--- src/rtl/tour_cmd_seq.sv ---
// Replays a solved knight's tour as vertical/horizontal movement commands, else passes UART commands through.
// Optional build macro TOUR_CMD_FANFARE_EN selects the fanfare opcode for horizontal legs.
module tour_cmd_seq #(
    parameter int NUM_MOVES = 24
) (
    input  logic        clk,
    input  logic        rst,
    input  logic        start_tour,
    input  logic [7:0]  move,
    output logic [4:0]  mv_indx,
    input  logic [15:0] cmd_UART,
    input  logic        cmd_rdy_UART,
    output logic        clr_cmd_rdy_UART,
    output logic [15:0] cmd,
    output logic        cmd_rdy,
    input  logic        clr_cmd_rdy,
    input  logic        send_resp,
    output logic [7:0]  resp,
    output logic        err
);

    typedef enum logic [2:0] {IDLE, VERT, HOLD_V, HORZ, HOLD_H} state_t;

    localparam logic [4:0] LAST_IDX = 5'(NUM_MOVES - 1);
    localparam logic [7:0] HEAD_N   = 8'h00;
    localparam logic [7:0] HEAD_W   = 8'h3F;
    localparam logic [7:0] HEAD_S   = 8'h7F;
    localparam logic [7:0] HEAD_E   = 8'hBF;
    localparam logic [3:0] OP_MOVE  = 4'b0010;
`ifdef TOUR_CMD_FANFARE_EN
    localparam logic [3:0] OP_HORZ  = 4'b0011;
`else
    localparam logic [3:0] OP_HORZ  = OP_MOVE;
`endif
    localparam logic [7:0] RESP_DONE = 8'hA5;
    localparam logic [7:0] RESP_BUSY = 8'h5A;

    state_t     state;
    logic       legal;
    logic [7:0] v_head, h_head;
    logic [3:0] v_cnt, h_cnt;

    // Each one-hot move splits into |dy| squares N/S, then |dx| squares E/W.
    always_comb begin
        // NOTE: every output of a combinational block gets a default first so no path leaves it unassigned (no latch).
        legal  = 1'b1;
        v_head = HEAD_N;
        v_cnt  = 4'd0;
        h_head = HEAD_N;
        h_cnt  = 4'd0;
        case (move)
            8'h01:   begin v_head = HEAD_N; v_cnt = 4'd2; h_head = HEAD_W; h_cnt = 4'd1; end
            8'h02:   begin v_head = HEAD_N; v_cnt = 4'd2; h_head = HEAD_E; h_cnt = 4'd1; end
            8'h04:   begin v_head = HEAD_N; v_cnt = 4'd1; h_head = HEAD_W; h_cnt = 4'd2; end
            8'h08:   begin v_head = HEAD_S; v_cnt = 4'd1; h_head = HEAD_W; h_cnt = 4'd2; end
            8'h10:   begin v_head = HEAD_S; v_cnt = 4'd2; h_head = HEAD_W; h_cnt = 4'd1; end
            8'h20:   begin v_head = HEAD_S; v_cnt = 4'd2; h_head = HEAD_E; h_cnt = 4'd1; end
            8'h40:   begin v_head = HEAD_S; v_cnt = 4'd1; h_head = HEAD_E; h_cnt = 4'd2; end
            8'h80:   begin v_head = HEAD_N; v_cnt = 4'd1; h_head = HEAD_E; h_cnt = 4'd2; end
            default: legal = 1'b0;
        endcase
    end

    // Outside a tour the UART path is wired straight through.
    always_comb begin
        cmd              = cmd_UART;
        cmd_rdy          = cmd_rdy_UART;
        clr_cmd_rdy_UART = clr_cmd_rdy;
        resp             = RESP_DONE;
        case (state)
            VERT, HOLD_V: begin
                cmd              = {OP_MOVE, v_head, v_cnt};
                cmd_rdy          = (state == VERT);
                clr_cmd_rdy_UART = 1'b0;
                resp             = RESP_BUSY;
            end
            HORZ, HOLD_H: begin
                cmd              = {OP_HORZ, h_head, h_cnt};
                cmd_rdy          = (state == HORZ);
                clr_cmd_rdy_UART = 1'b0;
                resp             = (state == HOLD_H && mv_indx == LAST_IDX) ? RESP_DONE : RESP_BUSY;
            end
            default: ;
        endcase
    end

    always_ff @(posedge clk or posedge rst) begin
        // NOTE: sequential state uses non-blocking assignments so every register updates from pre-edge values.
        if (rst) begin
            state   <= IDLE;
            mv_indx <= '0;
            err     <= 1'b0;
        end else begin
            case (state)
                IDLE: if (start_tour) begin
                    state   <= VERT;
                    mv_indx <= '0;
                    err     <= 1'b0;
                end
                VERT: begin
                    if (!legal)      err   <= 1'b1;
                    if (clr_cmd_rdy) state <= HOLD_V;
                end
                HOLD_V: if (send_resp) state <= HORZ;
                HORZ: begin
                    if (!legal)      err   <= 1'b1;
                    if (clr_cmd_rdy) state <= HOLD_H;
                end
                HOLD_H: if (send_resp) begin
                    if (mv_indx == LAST_IDX) begin
                        state   <= IDLE;
                        mv_indx <= '0;
                    end else begin
                        state   <= VERT;
                        mv_indx <= mv_indx + 5'd1;
                    end
                end
                default: state <= IDLE;
            endcase
        end
    end

endmodule

--- config.mk ---
export PLATFORM = sky130hd
export DESIGN_NAME = tour_cmd_seq
export DESIGN_NICKNAME = d
export VERILOG_FILES = /design/src/rtl/tour_cmd_seq.sv
export SDC_FILE = /design/constraint.sdc
export NUM_CORES = 1
export LEC_CHECK = 0
export CAP_MARGIN = 25
export CORE_UTILIZATION = 41
export CTS_BUF_LIST = sky130_fd_sc_hd__clkbuf_8 sky130_fd_sc_hd__clkbuf_16
export CTS_CLUSTER_DIAMETER = 40
export DETAILED_ROUTE_END_ITERATION = 8
export PLACE_DENSITY = 0.95
export SLEW_MARGIN = 20
export SYNTH_ARGS = -nofsm -noshare
export SYNTH_HDL_FRONTEND = slang
export SYNTH_SLANG_ARGS = --single-unit
--- constraint.sdc ---
create_clock -name clk -period 2.55 [get_ports clk]
set_clock_uncertainty 0.15 [all_clocks]
set_input_delay 0.3825 -clock clk [delete_from_list [all_inputs] [get_ports clk]]
set_output_delay 0.3825 -clock clk [all_outputs]
set_load 0.05 [all_outputs]
; ---- Word-level counts from Yosys, hierarchy flattened
; Index checks and enable logic that the tools add are counted.
[totals]
reg_bits = 9
latchBits = 0
ram_bits = 0
mem_bits_ro = 0
in_bits = 30
out_inout_bits = 32
wordCells = 64
mem_count = 0
[classes]
add_sub_neg = 1
multipliers = 0
div_mod_pow = 0
magnitude_cmp = 0
n_eq_ne = 19
shift = 0
muxes = 24
bitwise = 0
n_reduce_logical = 17
[op_table]
columns = operator, count
row1 = 16-bit one-hot mux with 2 select lines, 1
row2 = 8-bit one-hot mux with 2 select lines, 2
row3 = 4-bit OR reduction, 6
row4 = 3-bit two-way mux, 5
row5 = 5-bit two-way mux, 3
row6 = 3-bit one-hot mux with 5 select lines, 1
row7 = 2-bit != test (second input constant), 6
row8 = 5-bit one-hot mux with 2 select lines, 1
row9 = 8-bit by 1-bit == test with 1-bit output (second input constant), 1
row10 = 8-bit by 2-bit == test with 1-bit output (second input constant), 1
row11 = 8-bit by 3-bit == test with 1-bit output (second input constant), 1
row12 = 8-bit by 4-bit == test with 1-bit output (second input constant), 1
row13 = 8-bit by 5-bit == test with 1-bit output (second input constant), 1
row14 = 8-bit by 6-bit == test with 1-bit output (second input constant), 1
row15 = 8-bit by 7-bit == test with 1-bit output (second input constant), 1
row16 = 8-bit == test (second input constant), 1
row17 = 8-bit two-way mux, 1
row18 = 2-bit one-hot mux with 2 select lines, 2
row19 = 8-bit OR reduction, 1
row20 = 7-bit two-way mux, 1
row21 = 3-bit by 2-bit == test with 1-bit output (second input constant), 2
row22 = 3-bit AND reduction, 2
row23 = 2-bit OR reduction, 3
row24 = 5-bit by 1-bit adder with 5-bit output (second input constant), 1
row25 = 9 further kinds, 15

; ---- Depth between registers and ports, before layout
; Gate-level depths: netlist of run 1.
[logic_depth]
word_depth = 5
depth_mapped = 6
depth_no_buf = 5

; ---- Worst setup path after synthesis of run 1
; OpenSTA, ideal clock, no wires.
[synth_path]
path_type = register to output
from = register mv_indx[0]
to = output resp[2]
t_arrival_ns = 2.564
required_ns = 2.017
path_slack_ns = -0.546
stages_incl_launch_ff = 7
path_buffers = 1
cell_sequence = dfrtp_1 -> ha_1 -> nand4b_1 -> nand2_1 -> o21ai_1 -> inv_1 -> buf_4
[synth_between]
elab_chain_len = 4
[synth_rtl]
columns = element, line
row1 = start: declaration, 10  ; output logic [4:0] mv_indx,
row2 = start signal: assignment, 115  ; mv_indx <= mv_indx + 5'd1;
row3 = 5-bit == test, 81  ; resp = (state == HOLD_H && mv_indx == LAST_IDX) ? RESP_DONE : RESP_BUSY;
row4 = 1-bit logical AND, 81
row5 = 8-bit two-way mux, 81
row6 = 8-bit one-hot mux with 2 select lines, 70  ; case (state)
row7 = end: declaration, 18  ; output logic [7:0] resp,
; Every way passes these cells.

; ---- Worst setup path after layout of run 1
[layout_path]
from = input move[4]
to = output cmd[6]
[layout_between]
elab_chain_len = 4
[layout_rtl]
columns = element, line
row1 = start: declaration, 9  ; input logic [7:0] move,
row2 = "8-bit == test, or another cell as far along", 51  ; case (move)
row3 = 4-bit OR reduction (no source line), --
row4 = 8-bit one-hot mux with 2 select lines or 7-bit two-way mux (tied branches), 51
row5 = 16-bit one-hot mux with 2 select lines (*), 70
row6 = end: declaration, 14  ; output logic [15:0] cmd,
; Mark *: on every way between the ends. The rest lies on a longest branch, timed or not.

==> impl_metrics.toml, run 1 <==
[setup_path]
timing.critical_path.arrival_ns = 1.98
worst_r2r_path_depth = 5
path_cells = "dlygate4sd2_1 > xor2_1 > a211o_1 > a22oi_2 > buf_6 > o211ai_1 > buf_12"
crit_required_ns = 2.02
timing.rr.start = "state[2]"
crit_path_end_kind = "output port"
r2r_end = "mv_indx[4]"
regToRegSetupSlack_ns = 0.65
maximum_net_fanout_on_the_critical_path = 8
cp-startpoint = "move[4]"
crit_path_max_incr_delay_ns = 0.43
start_kind = "input port"
path_class = "input port to output port"
critPathSlowestCell = "dlygate4sd2_1"

[timing]
max_slew.worst_pin.slew_ns = 0.5077
finalWorstPathRequiredPeriod_ns = 2.517
finalMaxSlewViolations = 0
relSlewSlack_pct = 66.05
setup_viol_count_final = 0
timing.setup.tns_ns = 0
final_hold_vios = 0
final_min_period_over_clock_period_pct = 98.72
hold-worst-slack_ns = 0.2939
maxClockFrequency_mhz = 397.2

[hold_path]
min_path_type = "input port to async pin"

[clocking]
root_buffer = "clkbuf_8"
cts-buffers-inserted = 3
clock_network_latency_to_the_later_pin_of_the_worst_skew_pair_ns = 0.24
cts_tree = "built"
clk_pin_slew_worst_paths_ns = 0.05
cts_sinks = 9
cts.path.max_buffers = 2
postCtsHoldBufs = 0
cts_htree_levels = 1

[global_route]
grtUsageMet2_pct = 56.96
grt_pass1_vias = 1327
grt_util_met1_pct = 35.24
grt_util_all_layers_pct = 31.71
layer_with_the_highest_usage_after_global_routing = "met2"
grt_pass1_wl_um = 6313
antenna_found_initial = 0
overflow = 0
grt_use_met3_pct = 6.322
largest_net_degree_at_the_start_of_global_routing = 14

[place]
dp_cells = 232
detailedPlacementHpwl_um = 2907
port_buffer_count = 61
placedInstanceArea_um2 = 1978
gpl.final_weighted_congestion = 0.7851

[power]
worst_ir_drop_vdd_mv = 1.551
power.share.combinational_pct = 86.1
sequentialPowerShare_pct = 8.4
clkPwrFrac_pct = 5.5
cellInternalPower_mw = 1.452
total_power_mw = 3.161
sw_frac_of_total_pct = 54.07
pwr_density_cell_nw_per_um2 = 1513
power.static_leakage_nw = 0.8522
switchingPower_mw = 1.709

[detailed_routing]
routedWlPerCell_um = 18.03
drtPass1Iterations = 4
route.detailed.drc = 0
drt_iter0_drc = 83
via_count = 1412
post_drt_via_cell_ratio = 5.908
final_antenna_net_count = 0
drt-total-wl_um = 4310

[outcome]
result_of_the_run = "finished, final reports clean"

[logic_synthesis]
synthesis.instances = 138
synth.cell_area_um2 = 1064
postSynthAreaPerCell_um2 = 7.707
synthDistinctLibCells = 46
yosysSeqAreaShare_pct = 21.18
synth_warnings = 0
postSynth.asyncResetShare_pct = 100.0
syn_nets = 169
synth-seq-cells = 9
synth_edf_count = 0
synth-main-ff-cell = "dfrtp_1"

[floorplan]
initial_core_util_pct = 43.32
fp.dieArea_um2 = 2802
core_area_um2 = 2455
floorplan.io_pins = 62
die_y_extent_um = 52.93
num_rows = 18
die_width_um = 52.93

[run]
max_cap_violations = 0

[layout]
final-instance-count-excl-fill = 239
n_antenna_cell = 0
area.growth.synth_to_final_pct = 96.47
drive_above_1_share_pct = 36.36
layout.cell_area.non_filler_um2 = 2090
final_nets = 241
[cells in the mapped netlist (all sizes together), types with 4 or more instances]
cell / number / area [um2]
o211ai: 9 / 72.57
o21ai: 11 / 55.05
dfrtp: 9 / 225.2
nand3: 4 / 20.02
nor2: 7 / 28.78
buf: 13 / 86.33
xnor2: 4 / 35.03
nand2b: 4 / 25.02
and2: 7 / 43.79
nand2: 21 / 78.83
[what timing repair did]
action                                  4_1_cts  5_1_grt
setup buffers                                 2        1
resized for setup                            22       10
cloned                                        0        0
endpoints found under the setup margin       13       10
pin swaps                                     6        2
[critical path, delay by kind of cell]
kind                      cells  cell delay (ns)
buffers and inverters         3             0.78
xor gates and xnor gates      1             0.13
AOI/OAI and AO/OA             3             0.67
[worst max-delay path by stage]
stage | endpoint | slack (ns)
2_1_floorplan | cmd[4] | -0.02
6_report | cmd[6] | 0.03
3_3_place_gp | cmd[0] | -0.15
5_1_grt | cmd[8] | -0.03
3_5_place_dp | cmd[8] | -0.26
4_1_cts | cmd[8] | 0.005
[flip-flops by register name, summed over array words and instances (netlist names)]
signal	count
err	1
state	3
mv_indx	5
[metrics by stage]
step / util [%] / setup slack (ns)
5_1_grt: 85.12 / -0.02959
4_1_cts: 85.22 / 0.005150
3_5_place_dp: 80.58 / -0.2629
2_1_floorplan: - / -0.01603
3_3_place_gp: 80.58 / -0.1483
6_report: 85.12 / 0.03261
[routing by layer]
| metal | routed length (um) | vias to the layer above |
|---|---|---|
| met3 | 395 | 15 |
| met2 | 2179 | 97 |
| met4 | 118 | 0 |
| met1 | 1618 | 654 |
| met5 | 0 | - |
| li1 | - | 646 |
[final cells by class]
cell class                      count  area (um2)
Timing Repair Buffer               81       942.2
Multi-Input combinational cell    112       819.5
Fill cell                         136       365.4
Sequential cell                     9       230.2
Clock buffer                        3       41.29
Tap cell                           30       37.54
Inverter                            3       15.01
Clock inverter                      1       3.754
[cells by family after synthesis]
| group | after synthesis | synth area share, % |
|---|---|---|
| compound gates | 37 | 25.53 |
| fa+ha+maj | 1 | 1.176 |
| flops | 9 | 21.18 |
| simple gates | 66 | 35.77 |
| xor+xnor | 7 | 5.765 |
| mux | 1 | 1.059 |
| buf+inv | 17 | 9.529 |
[power by group through the flow]
stage / registers [mW] / clock network, mW / logic [mW]
global route: 0.274 / 0.180 / 2.83
detailed placement: 0.250 / 0 / 2.66
finish: 0.267 / 0.173 / 2.72
CTS: 0.256 / 0.173 / 2.70
floorplan: 0.268 / 0 / 1.56
global placement: 0.245 / 0 / 2.60
[layout by cell type (no fill, tap or decap), types with 5 or more instances in the layout]
cell type / synthesis / routed
dfrtp_1: 9 / 5
clkdlybuf4s50_1: 0 / 27
nor2_1: 6 / 6
and2_1: 7 / 7
nand2_1: 21 / 21
buf_12: 0 / 20
o21ai_1: 9 / 7
o211ai_1: 8 / 8
buf_4: 6 / 24
(Power assumes the default switching activity.)
==> run 2, diff against run 1 <==
--- a/config.mk
+++ b/config.mk
@@ -10,6 +10,7 @@
 export CTS_BUF_LIST = sky130_fd_sc_hd__clkbuf_8 sky130_fd_sc_hd__clkbuf_16
 export CTS_CLUSTER_DIAMETER = 40
 export DETAILED_ROUTE_END_ITERATION = 8
+export MAX_ROUTING_LAYER = met4
 export PLACE_DENSITY = 0.95
 export SLEW_MARGIN = 20
 export SYNTH_ARGS = -nofsm -noshare
==> run 2 against run 1 <==
Effect of this change:
- fmax barely moved
- combinational power barely moved
- power fell by 0.17%
- setup slack got worse by 0.00057 ns
- via count rose by 0.14%
- routed wire length fell by 0.63%
- cell area did not move
- first-iteration DRC count fell by 11%
- largest cell class unchanged
==> impl_metrics.toml, run 2 (synthesis gave the netlist of run 1 again) <==
[power]
power.static_leakage_nw = 0.8522
total_power_mw = 3.156
worst_ir_drop_vdd_mv = 1.548
pwr_density_cell_nw_per_um2 = 1510

[setup_path]
maximum_net_fanout_on_the_critical_path = 8
crit_path_end_kind = "output port"
critPathSlowestCell = "dlygate4sd2_1"
start_kind = "input port"
path_class = "input port to output port"
crit_path_max_incr_delay_ns = 0.43
crit_required_ns = 2.02
critical-path-top-delay-family = "buffers and inverters"
timing.critical_path.arrival_ns = 1.99
path_cells = "dlygate4sd2_1 > xor2_1 > a211o_1 > a22oi_2 > buf_6 > o211ai_1 > clkbuf_16"
number_of_buffers_and_inverters_on_the_critical_path = 3

[clocking]
cts_sinks = 9
cts_htree_levels = 1
root_buffer = "clkbuf_8"
postCtsHoldBufs = 0
cts.path.max_buffers = 2
cts_tree = "built"
clk_pin_slew_worst_paths_ns = 0.05
clock_network_latency_to_the_later_pin_of_the_worst_skew_pair_ns = 0.24
cts-buffers-inserted = 3

[timing]
timing.setup.tns_ns = 0
setup_viol_count_final = 0
max_slew.worst_pin.slew_ns = 0.5111
final_min_period_over_clock_period_pct = 98.74
finalWorstPathRequiredPeriod_ns = 2.518
hold-worst-slack_ns = 0.2854
finalMaxSlewViolations = 0
maxClockFrequency_mhz = 397.1
final_hold_vios = 0
relSlewSlack_pct = 65.82

[global_route]
antenna_found_initial = 0
grt_util_all_layers_pct = 32.53
grt_pass1_wl_um = 6306
largest_net_degree_at_the_start_of_global_routing = 14
overflow = 0
grt_pass1_vias = 1328

[detailed_routing]
route.detailed.drc = 0
drt-total-wl_um = 4283
via_count = 1414
post_drt_via_cell_ratio = 5.916
drt_iter0_drc = 74
routedWlPerCell_um = 17.92
final_antenna_net_count = 0
drtPass1Iterations = 4

[layout]
multi_input_comb_area_um2 = 819.5
drive_above_1_share_pct = 36.36
mostFrequentLayoutCell = "clkdlybuf4s50_1"
final_cell_mix = "clkdlybuf4s50_1 (27), buf_4 (24), nand2_1 (21), buf_12 (20), o211ai_1 (8)"
final.fill_count = 136
area.growth.synth_to_final_pct = 96.47
biggestRegsByFlops = "mv_indx: 5 flops, state: 3 flops, err: 1 flops"
layout.cell_area.non_filler_um2 = 2090
final_nets = 241
largest_register_ff_count = 5
sequential_cell_area_um2 = 230.2
post-route-util_pct = 85.12
largest_register = "mv_indx"
n_antenna_cell = 0

[outcome]
result_of_the_run = "finished, final reports clean"

[place]
detailedPlacementHpwl_um = 2907
gpl.final_weighted_congestion = 0.7961
port_buffer_count = 61
placedInstanceArea_um2 = 1978

[floorplan]
num_rows = 18
fp.dieArea_um2 = 2802
die_width_um = 52.93
core_area_um2 = 2455
die_y_extent_um = 52.93
floorplan.io_pins = 62
initial_core_util_pct = 43.32

[hold_path]
min_path_type = "input port to async pin"

[run]
max_cap_violations = 0
run 2: cell counts in the layout (fill, tap and decap cells not counted):
Identical to the previous run, type by type.
run 2: final cells by class:
class / count / area share (%)
sequential: 9 / 11.02
inverter: 3 / 0.7186
clock buffer: 3 / 1.976
timing repair buffer: 81 / 45.09
clock inverter: 1 / 0.1796
multi-input combinational: 112 / 39.22
tap: 30 / 1.796
run 2: repair_timing:
item,CTS,global route
pin swaps,6,2
endpoints found under the setup margin,13,10
resized for setup,22,10
setup buffers,2,1
run 2: layer usage:
metal	wire, um	vias up	track usage, %
met2	2193	103	57.38
met1	1621	652	36.11
met3	351	14	4.310
met5	0	-	-
li1	-	645	-
met4	116	0	14.91
run 2: report_power, final:
part,switching [mW],internal [mW],leakage [nW]
registers,0.0815,0.184,0.111
clock network,0.0662,0.106,0.0269
logic,1.56,1.16,0.714
total,1.70,1.45,0.852
run 2: final timing paths:
path / startpoint / to / slack (ns) / depth (start not counted)
hold / removal: rst / err / 0.29 / 2
hold reg to reg: mv_indx[0] / mv_indx[0] / 0.36 / 1
setup / recovery: move[4] / cmd[8] / 0.03 / 7
max in group asynchronous: rst / mv_indx[0] / 1.69 / 2
setup reg to reg: state[2] / mv_indx[4] / 0.65 / 5
min in group clk: mv_indx[0] / mv_indx[0] / 0.36 / 1
run 2: metrics by stage:
step | worst slack (ns) | cells
4_1_cts | 0.005150 | 238
3_3_place_gp | -0.1483 | 232
2_1_floorplan | -0.01603 | 138
3_5_place_dp | -0.2629 | 232
5_1_grt | -0.02958 | 239
6_report | 0.03205 | 239
run 2: worst reg2reg max path, stage by stage, from the launching register on:
cell     delay, ns
dfrtp_2       0.51
buf_4         0.25
or3b_1        0.46
a21oi_1       0.28
o21ai_1       0.10
o21ai_1       0.08
==> run 3, diff against run 2 <==
--- a/config.mk
+++ b/config.mk
@@ -10,6 +10,7 @@
 export CTS_BUF_LIST = sky130_fd_sc_hd__clkbuf_8 sky130_fd_sc_hd__clkbuf_16
 export CTS_CLUSTER_DIAMETER = 40
 export DETAILED_ROUTE_END_ITERATION = 8
+export GPL_TIMING_DRIVEN = 0
 export MAX_ROUTING_LAYER = met4
 export PLACE_DENSITY = 0.95
 export SLEW_MARGIN = 20
==> run 3 against run 2 <==
Effect of this change:
- critical path depth decreased by 1
- sequential share of layout area is 1.8 points higher
- register-to-register slack improved by 0.24 ns
- core utilization down 13 points
- sequential power shrank 8.3%
- fmax barely moved
- setup slack barely moved
- flip-flop and latch count unchanged
- die area stayed put
==> impl_metrics.toml, run 3 (synthesis gave the netlist of run 1 again) <==
[outcome]
result_of_the_run = "finished, final reports clean"

[detailed_routing]
drt-total-wl_um = 3541
drt_iter0_drc = 33
route.detailed.drc = 0
via_count = 1317
post_drt_via_cell_ratio = 5.628
routedWlPerCell_um = 15.13
drtPass1Iterations = 5
final_antenna_net_count = 0

[floorplan]
die_y_extent_um = 52.93
num_rows = 18
floorplan.io_pins = 62
core_area_um2 = 2455
fp.dieArea_um2 = 2802
die_width_um = 52.93
initial_core_util_pct = 43.32

[clocking]
cts_sinks = 9
cts_tree = "built"
cts-buffers-inserted = 3
root_buffer = "clkbuf_8"
cts.path.max_buffers = 2
cts_htree_levels = 1
clk_pin_slew_worst_paths_ns = 0.05
postCtsHoldBufs = 0
clock_network_latency_to_the_later_pin_of_the_worst_skew_pair_ns = 0.24

[place]
dp_cells = 226
detailedPlacementHpwl_um = 2484
gpl.final_weighted_congestion = 0.8022
port_buffer_count = 58

[power]
switchingPower_mw = 1.597
power.static_leakage_nw = 0.7560
clkPwrFrac_pct = 6.3
sw_frac_of_total_pct = 61.48
cellInternalPower_mw = 1.000
power.share.combinational_pct = 84.3
worst_ir_drop_vdd_mv = 1.100
total_power_mw = 2.597
sequentialPowerShare_pct = 9.3
pwr_density_cell_nw_per_um2 = 1460

[setup_path]
timing.critical_path.arrival_ns = 1.99
start_kind = "input port"
maximum_net_fanout_on_the_critical_path = 7
crit_required_ns = 2.02
path_class = "input port to output port"
crit_path_end_kind = "output port"

[layout]
final_cell_mix = "clkdlybuf4s50_1 (27), nand2_1 (21), buf_4 (15), buf_2 (12)"
final-instance-count-excl-fill = 234
mostFrequentLayoutCell = "clkdlybuf4s50_1"
area.growth.synth_to_final_pct = 67.29
drive_above_1_share_pct = 32.35
final_nets = 236
largest_register_ff_count = 5
biggestRegsByFlops = "mv_indx: 5 flops, state: 3 flops, err: 1 flops"
largest_register = "mv_indx"
post-route-util_pct = 72.48
n_antenna_cell = 0

[global_route]
grt_util_met1_pct = 30.45
grt_use_met3_pct = 4.310
grtUsageMet2_pct = 47.26
antenna_found_initial = 0
largest_net_degree_at_the_start_of_global_routing = 11
overflow = 0
grt_pass1_wl_um = 5299
grt_pass1_vias = 1222
layer_with_the_highest_usage_after_global_routing = "met2"
grt_util_all_layers_pct = 25.92

[timing]
setup_viol_count_final = 0
maxClockFrequency_mhz = 397.2
finalMaxSlewViolations = 0
timing.setup.tns_ns = 0
final_hold_vios = 0
final_min_period_over_clock_period_pct = 98.74
finalWorstPathRequiredPeriod_ns = 2.518
relSlewSlack_pct = 58.38
max_slew.worst_pin.slew_ns = 0.6186

[hold_path]
min_path_type = "input port to async pin"

[run]
max_cap_violations = 0
## run 3: cell count changes in the layout (fill, tap and decap cells not counted), moves of 2 or more
| cell | delta |
|---|---|
| buf_12 | -20 |
| dfrtp_2 | -2 |
| dfrtp_1 | +2 |
| nor3b_1 | -2 |
| buf_2 | +11 |
| clkbuf_2 | +4 |
| clkdlybuf4s15_1 | +2 |
| buf_4 | -9 |
| dlygate4sd2_1 | +4 |
## run 3: area by class of cell
type	instances	area [um2]
Buffer	14	97.59
Inverter	3	15.01
Multi-Input combinational cell	112	829.5
Timing Repair Buffer	62	526.8
Clock inverter	1	3.754
Fill cell	198	675.6
Tap cell	30	37.54
Clock buffer	3	41.29
Sequential cell	9	227.7
## run 3: path summary, 6_finish.rpt
| check | startpoint | endpoint | slack [ns] | depth (start not counted) |
|---|---|---|---|---|
| max | move[2] | cmd[4] | 0.03 | 6 |
| min | rst | err | 0.27 | 2 |
| max reg2reg | state[1] | state[0] | 0.89 | 5 |
| min reg2reg | mv_indx[4] | mv_indx[4] | 0.36 | 1 |
| max in group asynchronous | rst | mv_indx[1] | 1.70 | 2 |
| min in group clk | mv_indx[4] | mv_indx[4] | 0.36 | 1 |
## run 3: what timing repair did
item / CTS / global route
endpoints found under the setup margin: 26 / 19
pin swaps: 1 / 6
gates cloned: 0 / 0
gates resized for setup: 91 / 36
setup buffers: 0 / 4
## run 3: metrics by stage
step                      worst slack, ns  cell area, um2  hold WS (ns)
after floorplan                  -0.01603            1099       0.06028
after global placement            -0.7713            1717        0.3327
after detailed placement          -0.8187            1717        0.3488
after CTS                       -0.007155            1763        0.2787
after global routing             -0.09824            1779        0.3067
final                             0.03225            1779        0.2656
## run 3: routing by layer
| metal | vias up | part of all wire, % | routed length [um] |
|---|---|---|---|
| met1 | 630 | 43 | 1533 |
| met3 | 2 | 5.9 | 208 |
| li1 | 630 | - | - |
| met5 | - | 0 | 0 |
| met2 | 55 | 51 | 1793 |
| met4 | 0 | 0.17 | 6 |
## run 3: worst max-delay path: stages
cell and delay (ns):
clkdlybuf4s15_1 0.23, nor4_1 0.59, a22oi_2 0.18, buf_6 0.17
o211ai_1 0.20, buf_4 0.23
## run 3: power by group through the flow
stage                     combinational (mW)  clock [mW]  sequential [mW]
final                                   2.19       0.165            0.243
after global routing                    2.31       0.172            0.249
after CTS                               2.16       0.164            0.232
after detailed placement                2.24           0            0.224
after floorplan                         1.56           0            0.268
after global placement                  2.20           0            0.221
